==> src/rtl/wav_stream_ctrl.sv <==
// Streams a mono PCM WAV file byte-by-byte: a 44-byte RIFF/WAVE header followed
// by num_samples little-endian samples (16-bit) or offset-binary bytes (8-bit).
module wav_stream_ctrl #(
  parameter int FS            = 12500,
  parameter int BITS_PER_SAMP = 16,
  parameter int CHANNELS      = 1
) (
  input  logic        clk,
  input  logic        rst_n,
  input  logic        start,
  input  logic [23:0] num_samples,
  input  logic        s_valid,
  output logic        s_ready,
  input  logic [15:0] s_data,
  output logic        m_valid,
  input  logic        m_ready,
  output logic [7:0]  m_data,
  output logic        m_last,
  output logic        busy,
  output logic        done
);

  generate
    if (!(BITS_PER_SAMP == 8 || BITS_PER_SAMP == 16)) begin : g_bad_bits
      $error("wav_stream_ctrl: BITS_PER_SAMP must be 8 or 16");
    end
    if (CHANNELS != 1) begin : g_bad_channels
      $error("wav_stream_ctrl: only CHANNELS=1 is supported");
    end
  endgenerate

  localparam int          BW        = BITS_PER_SAMP / 8;
  localparam logic [31:0] BW32      = 32'(BW);
  localparam logic [31:0] FS32      = 32'(FS);
  localparam logic [31:0] BYTE_RATE = 32'(FS * CHANNELS * BW);
  localparam logic [15:0] CH16      = 16'(CHANNELS);
  localparam logic [15:0] ALIGN16   = 16'(CHANNELS * BW);
  localparam logic [15:0] BITS16    = 16'(BITS_PER_SAMP);
  localparam logic [5:0]  HDR_LAST  = 6'd43;

  typedef enum logic [2:0] {IDLE, HDR, SAMP_WAIT, SAMP_HI, DONE} state_t;

  state_t      state_reg, state_next;
  logic [5:0]  hdr_idx_reg, hdr_idx_next;
  logic [23:0] num_reg, num_next;
  logic [23:0] cnt_reg, cnt_next;
  logic [7:0]  hi_reg, hi_next;
  logic        m_valid_reg, m_valid_next;
  logic [7:0]  m_data_reg, m_data_next;
  logic        m_last_reg, m_last_next;

  logic [31:0] data_size;
  logic        xfer;
  logic        more;
  logic        accept;

  // Header viewed as eleven little-endian 32-bit words; idx[1:0] picks the byte.
  function automatic logic [7:0] hdr_byte(input logic [5:0] idx, input logic [31:0] dsize);
    logic [31:0] w;
    logic [31:0] sh;
    case (idx[5:2])
      4'd0:    w = 32'h4646_4952;             // "RIFF"
      4'd1:    w = dsize + 32'd36;
      4'd2:    w = 32'h4556_4157;             // "WAVE"
      4'd3:    w = 32'h2074_6D66;             // "fmt "
      4'd4:    w = 32'd16;
      4'd5:    w = {CH16, 16'd1};
      4'd6:    w = FS32;
      4'd7:    w = BYTE_RATE;
      4'd8:    w = {BITS16, ALIGN16};
      4'd9:    w = 32'h6174_6164;             // "data"
      4'd10:   w = dsize;
      default: w = 32'd0;
    endcase
    sh = w >> {idx[1:0], 3'b000};
    return sh[7:0];
  endfunction

  assign data_size = {8'd0, num_reg} * BW32;
  assign xfer      = m_valid_reg && m_ready;
  assign more      = (cnt_reg != num_reg);
  // Once every sample has been taken the trailing byte may still be pending.
  assign s_ready   = (state_reg == SAMP_WAIT) && more && (!m_valid_reg || m_ready);
  assign accept    = s_ready && s_valid;

  assign m_valid = m_valid_reg;
  assign m_data  = m_data_reg;
  assign m_last  = m_last_reg;
  assign busy    = (state_reg == HDR) || (state_reg == SAMP_WAIT) || (state_reg == SAMP_HI);
  assign done    = (state_reg == DONE);

  always_comb begin
    state_next   = state_reg;
    hdr_idx_next = hdr_idx_reg;
    num_next     = num_reg;
    cnt_next     = cnt_reg;
    hi_next      = hi_reg;
    m_valid_next = m_valid_reg;
    m_data_next  = m_data_reg;
    m_last_next  = m_last_reg;
    case (state_reg)
      IDLE: begin
        if (start) begin
          state_next   = HDR;
          num_next     = num_samples;
          cnt_next     = 24'd0;
          hdr_idx_next = 6'd0;
          m_valid_next = 1'b1;
          m_data_next  = hdr_byte(6'd0, 32'd0);
          m_last_next  = 1'b0;
        end
      end
      HDR: begin
        if (xfer) begin
          if (hdr_idx_reg == HDR_LAST) begin
            m_valid_next = 1'b0;
            m_last_next  = 1'b0;
            state_next   = m_last_reg ? DONE : SAMP_WAIT;
          end else begin
            hdr_idx_next = hdr_idx_reg + 6'd1;
            m_data_next  = hdr_byte(hdr_idx_reg + 6'd1, data_size);
            m_last_next  = (hdr_idx_reg + 6'd1 == HDR_LAST) && (num_reg == 24'd0);
          end
        end
      end
      SAMP_WAIT: begin
        if (accept) begin
          cnt_next     = cnt_reg + 24'd1;
          m_valid_next = 1'b1;
          if (BW == 2) begin
            m_data_next = s_data[7:0];
            hi_next     = s_data[15:8];
            m_last_next = 1'b0;
            state_next  = SAMP_HI;
          end else begin
            // Unsigned 8-bit WAV: top byte with the sign bit flipped.
            m_data_next = s_data[15:8] ^ 8'h80;
            m_last_next = (cnt_reg + 24'd1 == num_reg);
          end
        end else if (xfer) begin
          m_valid_next = 1'b0;
          m_last_next  = 1'b0;
          if (m_last_reg) state_next = DONE;
        end
      end
      SAMP_HI: begin
        if (xfer) begin
          m_data_next = hi_reg;
          m_last_next = !more;
          state_next  = SAMP_WAIT;
        end
      end
      DONE: begin
        state_next = IDLE;
      end
      default: state_next = IDLE;
    endcase
  end

  always_ff @(posedge clk or negedge rst_n) begin
    if (!rst_n) begin
      state_reg   <= IDLE;
      hdr_idx_reg <= 6'd0;
      num_reg     <= 24'd0;
      cnt_reg     <= 24'd0;
      hi_reg      <= 8'd0;
      m_valid_reg <= 1'b0;
      m_data_reg  <= 8'd0;
      m_last_reg  <= 1'b0;
    end else begin
      state_reg   <= state_next;
      hdr_idx_reg <= hdr_idx_next;
      num_reg     <= num_next;
      cnt_reg     <= cnt_next;
      hi_reg      <= hi_next;
      m_valid_reg <= m_valid_next;
      m_data_reg  <= m_data_next;
      m_last_reg  <= m_last_next;
    end
  end

endmodule

==> config.mk <==
export PLATFORM = sky130hd
export DESIGN_NAME = wav_stream_ctrl
export DESIGN_NICKNAME = d
export VERILOG_FILES = /design/src/rtl/wav_stream_ctrl.sv
export SDC_FILE = /design/constraint.sdc
export NUM_CORES = 1
export LEC_CHECK = 0
export BUFFER_PORTS_ARGS = -buffer_cell sky130_fd_sc_hd__buf_2
export CORE_MARGIN = 3
export CORE_UTILIZATION = 40
export DETAILED_ROUTE_END_ITERATION = 10
export GPL_TIMING_DRIVEN = 0
export PLACE_DENSITY_LB_ADDON = 0.1
export SLEW_MARGIN = 10
export SYNTH_ARGS = -nofsm -noshare
export SYNTH_HDL_FRONTEND = slang
export SYNTH_SLANG_ARGS = --single-unit
==> constraint.sdc <==
create_clock -name clk -period 2.3 [get_ports clk]
set_clock_uncertainty 0.2 [all_clocks]
set_input_delay 0.115 -clock clk [delete_from_list [all_inputs] [get_ports clk]]
set_output_delay 0.115 -clock clk [all_outputs]
set_load 0.05 [all_outputs]
==> results.json, run 1 <==
{
  "status": "finished with violations",
  "failed_checks": "hold timing, setup timing",
  "synth_edf_count": 0,
  "initial_core_util_pct": 41.1,
  "routabilityCongestion": 0.960,
  "cts.path.max_buffers": 2,
  "setup_viol": 41,
  "power.leakage_nw": 3.89,
  "fmax_mhz": 398,
  "final_cells": 1090,
  "crit_fanout": 6,
  "fin_ws_ns": -0.210,
  "drtAntennaViolNets": 0,
  "wl_per_cell_um": 20.0,
  "areaGrowthSynthToFinish_pct": 54.5,
  "diodes": 0,
  "synth_warnings": 0,
  "syn_nets": 768,
  "grt_pass1_wl_um": 33300,
  "synthDistinctLibCells": 77,
  "grt_pass1_vias": 6093,
  "start_kind": "flip-flop",
  "yosysTopAreaCell": "dfrtp_1",
  "fp.dieH_um": 126,
  "ys_seq_area_share_pct": 32.8,
  "vias": 6380,
  "drt_pass1_iterations": 5,
  "numCtsBuffers": 9,
  "hold_viol_final": 2,
  "port-buffer-count": 57,
  "root_buffer": "clkbuf_16",
  "pin_count": 58,
  "layout_min_cycle_time_ns": 2.51,
  "drt_wl_total_um": 21800,
  "cts_tree": "yes",
  "routed_via_density": 5.85,
  "grt_max_degree": 46,
  "fp.coreArea_mm2": 0.0139,
  "synth-main-ff-cell": "dfrtp_1",
  "syn_avg_cell_area_um2": 7.96,
  "rows": 43,
  "max_cap_viol_count": 0,
  "synthArstFlopShare_pct": 100,
  "grt_overflow": 0,
  "path_clk_slew_ns": 0.06,
  "clkSinkCount": 75,
  "dp_slack_ns": -0.860,
  "drc": 0,
  "dieArea_mm2": 0.0158,
  "slew_violations": 0,
  "rsz0062_at_grt": "yes",
  "utilization_pct": 63.5,
  "finalPower_mw": 3.29,
  "ys_ff_latch": 75,
  "synth.top_cell.area_share_pct": 32.8,
  "crit_required_ns": 2.34,
  "cp.arrival_ns": 2.55,
  "grt_usage_pct": 26.3,
  "end_kind": "flip-flop",
  "powerDensity_mw_per_mm2": 372,
  "antenna_found_initial": 0,
  "place_inst": 957,
  "min_path_type": "input pin to flip-flop",
  "ir_worst_vdd_mv": 0.338,
  "timing.hold.ws_ns": -0.0110,
  "final.period_utilization_pct": 109,
  "syn_area_mm2": 0.00573,
  "synth_commonest_cells": "140 x nand2_1, 75 x dfrtp_1, 58 x nor2_1",
  "finalNetCount": 954,
  "syn_inst": 719,
  "drt_iter0_drc": 669,
  "reg2regPathDepth": 10,
  "slew_headroom_pct": 57.2,
  "dp_hpwl_um": 14200,
  "synth_area_leaders": "dfrtp_1 33%, nand2_1 9.2%, xor2_1 4.4%, xnor2_1 4.1%, nor2_1 3.8%",
  "htreeDepth": 3,
  "hold_depth": 5,
  "clk_latency_ns": 0.36,
  "worst_slew_pin_slew_ns": 0.642,
  "layout-drive-gt1-share_pct": 40.8,
  "path_class": "flip-flop to flip-flop",
  "die_w_um": 126,
  "yosysMostFrequentCell": "nand2_1"
}
-- final cells by class --
type,instances,area (um2)
Timing Repair Buffer,184,1520
Tap cell,180,225
Inverter,12,50.0
Clock buffer,13,260
Multi-Input combinational cell,571,4380
Fill cell,1159,5090
Buffer,52,473
Clock inverter,3,46.3
Sequential cell,75,1900
-- critical path: stages, from the launching register on --
cell and delay, ns:
dfrtp_2 0.46, xor2_1 0.18, nor4_1 0.29, nand4_1 0.15, buf_6 0.16, o21bai_4 0.14, buf_4 0.15, buf_6 0.10
a21oi_2 0.04, o21ai_1 0.20, mux2_4 0.31
-- power breakdown --
| part | internal, mW | switching [mW] | total (mW) |
|---|---|---|---|
| clock | 0.905 | 0.600 | 1.50 |
| sequential | 1.36 | 0.0382 | 1.39 |
| combinational | 0.188 | 0.207 | 0.395 |
| total | 2.45 | 0.845 | 3.29 |
-- cell usage in the layout, fill, tap and decap left out, types with 10 or more instances in the layout --
cell,n
xor2_1,24
buf_4,76
nand3_1,21
nand2_2,16
nor4_1,11
o21ai_0,12
clkbuf_16,12
clkbuf_2,11
dfrtp_1,60
dfrtp_2,15
mux2i_1,14
buf_6,33
xnor2_1,23
dlygate4sd3_1,35
o21ai_1,15
nand2_1,123
nand4_1,17
inv_1,10
buf_2,56
nor2_1,49
a21oi_1,20
nor3_1,14
-- path summary, 6_finish.rpt --
kind | startpoint | slack, ns | end
setup reg to reg | num_reg[10]$_DFFE_PN0P_ | -0.21 | m_last$_DFFE_PN0P_
setup / recovery | num_reg[10]$_DFFE_PN0P_ | -0.21 | m_last$_DFFE_PN0P_
hold / removal | s_data[1] | -0.01 | m_data[1]$_DFFE_PN0P_
max in group asynchronous | rst_n | 1.26 | cnt_reg[8]$_DFFE_PN0P_
hold reg to reg | hi_reg[7]$_DFFE_PN0P_ | 0.29 | hi_reg[7]$_DFFE_PN0P_
min in group asynchronous | rst_n | 0.03 | hdr_idx_reg[2]$_DFFE_PN0P_
-- cell families after synthesis --
group / share of synthesized area [%]
DFF: 32.8
buffers and inverters: 5.97
xor gates and xnor gates: 9.42
AOI/OAI and AO/OA: 17.9
and+or+nand+nor: 29.7
muxes: 3.41
adders and majority gates: 0.874
-- repair_timing --
| item | 4_1_cts | 5_1_grt |
|---|---|---|
| hold endpoints to repair | 109 | 0 |
| hold buffers | 35 | 0 |
| resized for setup | 116 | 192 |
| pin swaps | 38 | 101 |
| cloned | 0 | 4 |
| buffers inserted | 42 | 46 |
| endpoints found under the setup margin | 69 | 68 |
-- metrics by stage --
step / area, um2 / hold slack, ns / TNS (ns)
CTS: 7760 / 0.0000119 / -6.27
global placement: 6300 / 0.108 / -21.73
finish: 8850 / -0.0110 / -2.88
floorplan: 5790 / -0.381 / 0
global route: 8850 / 0.0197 / -5.75
detailed placement: 6330 / -0.116 / -22.69
-- routing by layer --
layer	up-vias	share of wire, %	GRT usage, %	wire [um]
met5	-	0	0	0
met4	0	3.8	11.0	835
met3	73	8.1	4.83	1770
met2	297	46	41.1	9980
met1	3090	42	36.1	9200
li1	2920	-	-	-
(Power assumes the default switching activity.)
==> inputs of run 2 (changes only) <==
PLACE_DENSITY_LB_ADDON = not set   (was 0.1)
RECOVER_POWER = 50   (was not set)
==> run 2 against run 1 <==
The run ends with setup timing left. Cell area fell by 1.8%. Clock power barely moved. Register-to-register slack barely moved. Sequential share of layout area rose by 0.35 points. Worst hold slack improved by 0.028 ns. Global-route usage fell by 0.61 points. Wire length did not move. Final cell count fell by 0.83%. Non-clock buffer count fell by 9. Critical path type unchanged.
==> results.json, run 2 (same netlist as run 1, synthesis figures left out) <==
{
  "status": "finished with violations",
  "failed_checks": "setup timing",
  "power.leakage_nw": 3.83,
  "htreeDepth": 3,
  "areaGrowthSynthToFinish_pct": 51.8,
  "root_buffer": "clkbuf_16",
  "seqPwrFrac_pct": 42.9,
  "grt_max_degree": 45,
  "fill_cells": 1156,
  "pin_count": 58,
  "slowest_stage": "dfrtp_2",
  "power.internal_mw": 2.38,
  "hold_depth": 4,
  "powerDensity_mw_per_mm2": 374,
  "drt_pass1_iterations": 6,
  "reg2regPathDepth": 8,
  "ff_latch_area_mm2": 0.00189,
  "final_cell_mix": "125 x nand2_1, 62 x dfrtp_1, 58 x buf_2",
  "fmax_mhz": 399,
  "vias": 6381,
  "multi_input_area_mm2": 0.00431,
  "ir_worst_vdd_mv": 0.455,
  "wl_per_cell_um": 20.1,
  "path_clk_slew_ns": 0.06,
  "routabilityCongestion": 0.976,
  "fin_ws_ns": -0.208,
  "die_w_um": 126,
  "swShare_pct": 26.8,
  "layout_min_cycle_time_ns": 2.51,
  "layout-drive-gt1-share_pct": 37.6,
  "port-buffer-count": 57,
  "setup_viol": 46,
  "finalNetCount": 945,
  "comb_power_share_pct": 11.5,
  "fp.coreArea_mm2": 0.0139,
  "final_cell_area_mm2": 0.00869,
  "rrSetupSlack_ns": -0.21,
  "hold_viol_final": 0,
  "drc": 0,
  "grt_usage_pct": 25.7,
  "antenna_found_initial": 0,
  "initial_core_util_pct": 41.1,
  "p_switching_uw": 870,
  "cp.arrival_ns": 2.57,
  "numCtsBuffers": 9,
  "cts.path.max_buffers": 2,
  "slew_headroom_pct": 43.8,
  "drtAntennaViolNets": 0,
  "slew_violations": 0,
  "rsz0062_at_grt": "yes",
  "place_inst": 957,
  "grt_pass1_wl_um": 32400,
  "start_kind": "flip-flop",
  "dpl_cell_area_mm2": 0.00633,
  "grt_pass1_vias": 5997,
  "path_class": "flip-flop to flip-flop",
  "final_cells": 1081,
  "end_kind": "flip-flop",
  "clk_latency_ns": 0.36,
  "drt_wl_total_um": 21800,
  "dp_hpwl_um": 13900,
  "crit_required_ns": 2.36,
  "drt_iter0_drc": 714,
  "utilization_pct": 62.4,
  "max_cap_viol_count": 0,
  "crit_fanout": 5,
  "clkSinkCount": 75,
  "rows": 43,
  "fp.dieH_um": 126,
  "diodes": 0,
  "path_cells": "ha_4 -> nor2b_2 -> and3_2 -> a2111oi_1 -> a21oi_1 -> a21bo_4 -> a211oi_4 -> nor3b_1",
  "clockPowerShare_pct": 45.6,
  "layout_commonest_cell": "nand2_1",
  "dieArea_mm2": 0.0158,
  "cts_tree": "yes",
  "final.period_utilization_pct": 109,
  "routed_via_density": 5.90,
  "min_path_type": "input pin to flip-flop",
  "worst_slew_pin_slew_ns": 0.843,
  "max_stage_delay_ns": 0.44,
  "grt_overflow": 0
}
-- run 2: layout make-up --
class | instances | share of cell area (%)
Buffer | 55 | 5.64
Clock buffer | 9 | 2.59
Clock inverter | 7 | 0.878
Inverter | 12 | 0.547
Multi-Input combinational cell | 571 | 49.6
Sequential cell | 75 | 21.8
Tap cell | 180 | 2.59
Timing Repair Buffer | 172 | 16.4
-- run 2: routing by layer --
layer,vias to the layer above,GRT usage (%),share of wire [%]
li1,2905,-,-
met1,3059,34.6,41
met2,336,40.6,47
met3,81,5.64,8.5
met4,0,9.95,3.4
met5,-,0,0
-- run 2: worst paths after layout --
check | endpoint | from
min in group asynchronous | num_reg[7]$_DFFE_PN0P_ | rst_n
hold reg to reg | hi_reg[0]$_DFFE_PN0P_ | hi_reg[0]$_DFFE_PN0P_
max in group asynchronous | m_valid$_DFFE_PN0P_ | rst_n
hold / removal | m_data[7]$_DFFE_PN0P_ | s_data[7]
setup / recovery | state_reg[2]$_DFFE_PN0P_ | hdr_idx_reg[1]$_DFFE_PN0P_
setup reg to reg | state_reg[2]$_DFFE_PN0P_ | hdr_idx_reg[1]$_DFFE_PN0P_
-- run 2: power groups by stage --
stage	sequential [mW]	clock (mW)	combinational, mW
3_3_place_gp	1.40	0	0.267
3_5_place_dp	1.41	0	0.277
5_1_grt	1.40	1.56	0.404
6_report	1.39	1.48	0.374
2_1_floorplan	1.42	0	0.134
4_1_cts	1.38	1.50	0.357
-- run 2: per-stage QoR --
stage	hold WS, ns	setup TNS [ns]	power (mW)	setup WS (ns)
3_5_place_dp	-0.0978	-21.86	1.68	-0.920
6_report	0.0167	-6.22	3.25	-0.208
3_3_place_gp	0.105	-21.04	1.67	-0.985
4_1_cts	0.0128	-3.30	3.24	-0.158
5_1_grt	0.0536	-10.82	3.36	-0.296
2_1_floorplan	-0.381	0	1.55	0.00830
-- run 2: timing repair --
| action | 4_1_cts | 5_1_grt |
|---|---|---|
| resized for setup | 107 | 178 |
| pin swaps | 40 | 88 |
| endpoints found under the hold margin | 110 | 0 |
| hold buffers | 37 | 0 |
| endpoints found under the setup margin | 68 | 66 |
| setup buffers | 36 | 37 |
| gates cloned | 0 | 4 |
-- run 2: worst max-delay path, delay by kind of cell, from the launching register on --
family | cells | cell delay [ns]
adder cells (fa/ha/maj) | 1 | 0.21
AO/OA/AOI/OAI | 4 | 0.81
flip-flops | 1 | 0.44
AND/OR/NAND/NOR | 3 | 0.74
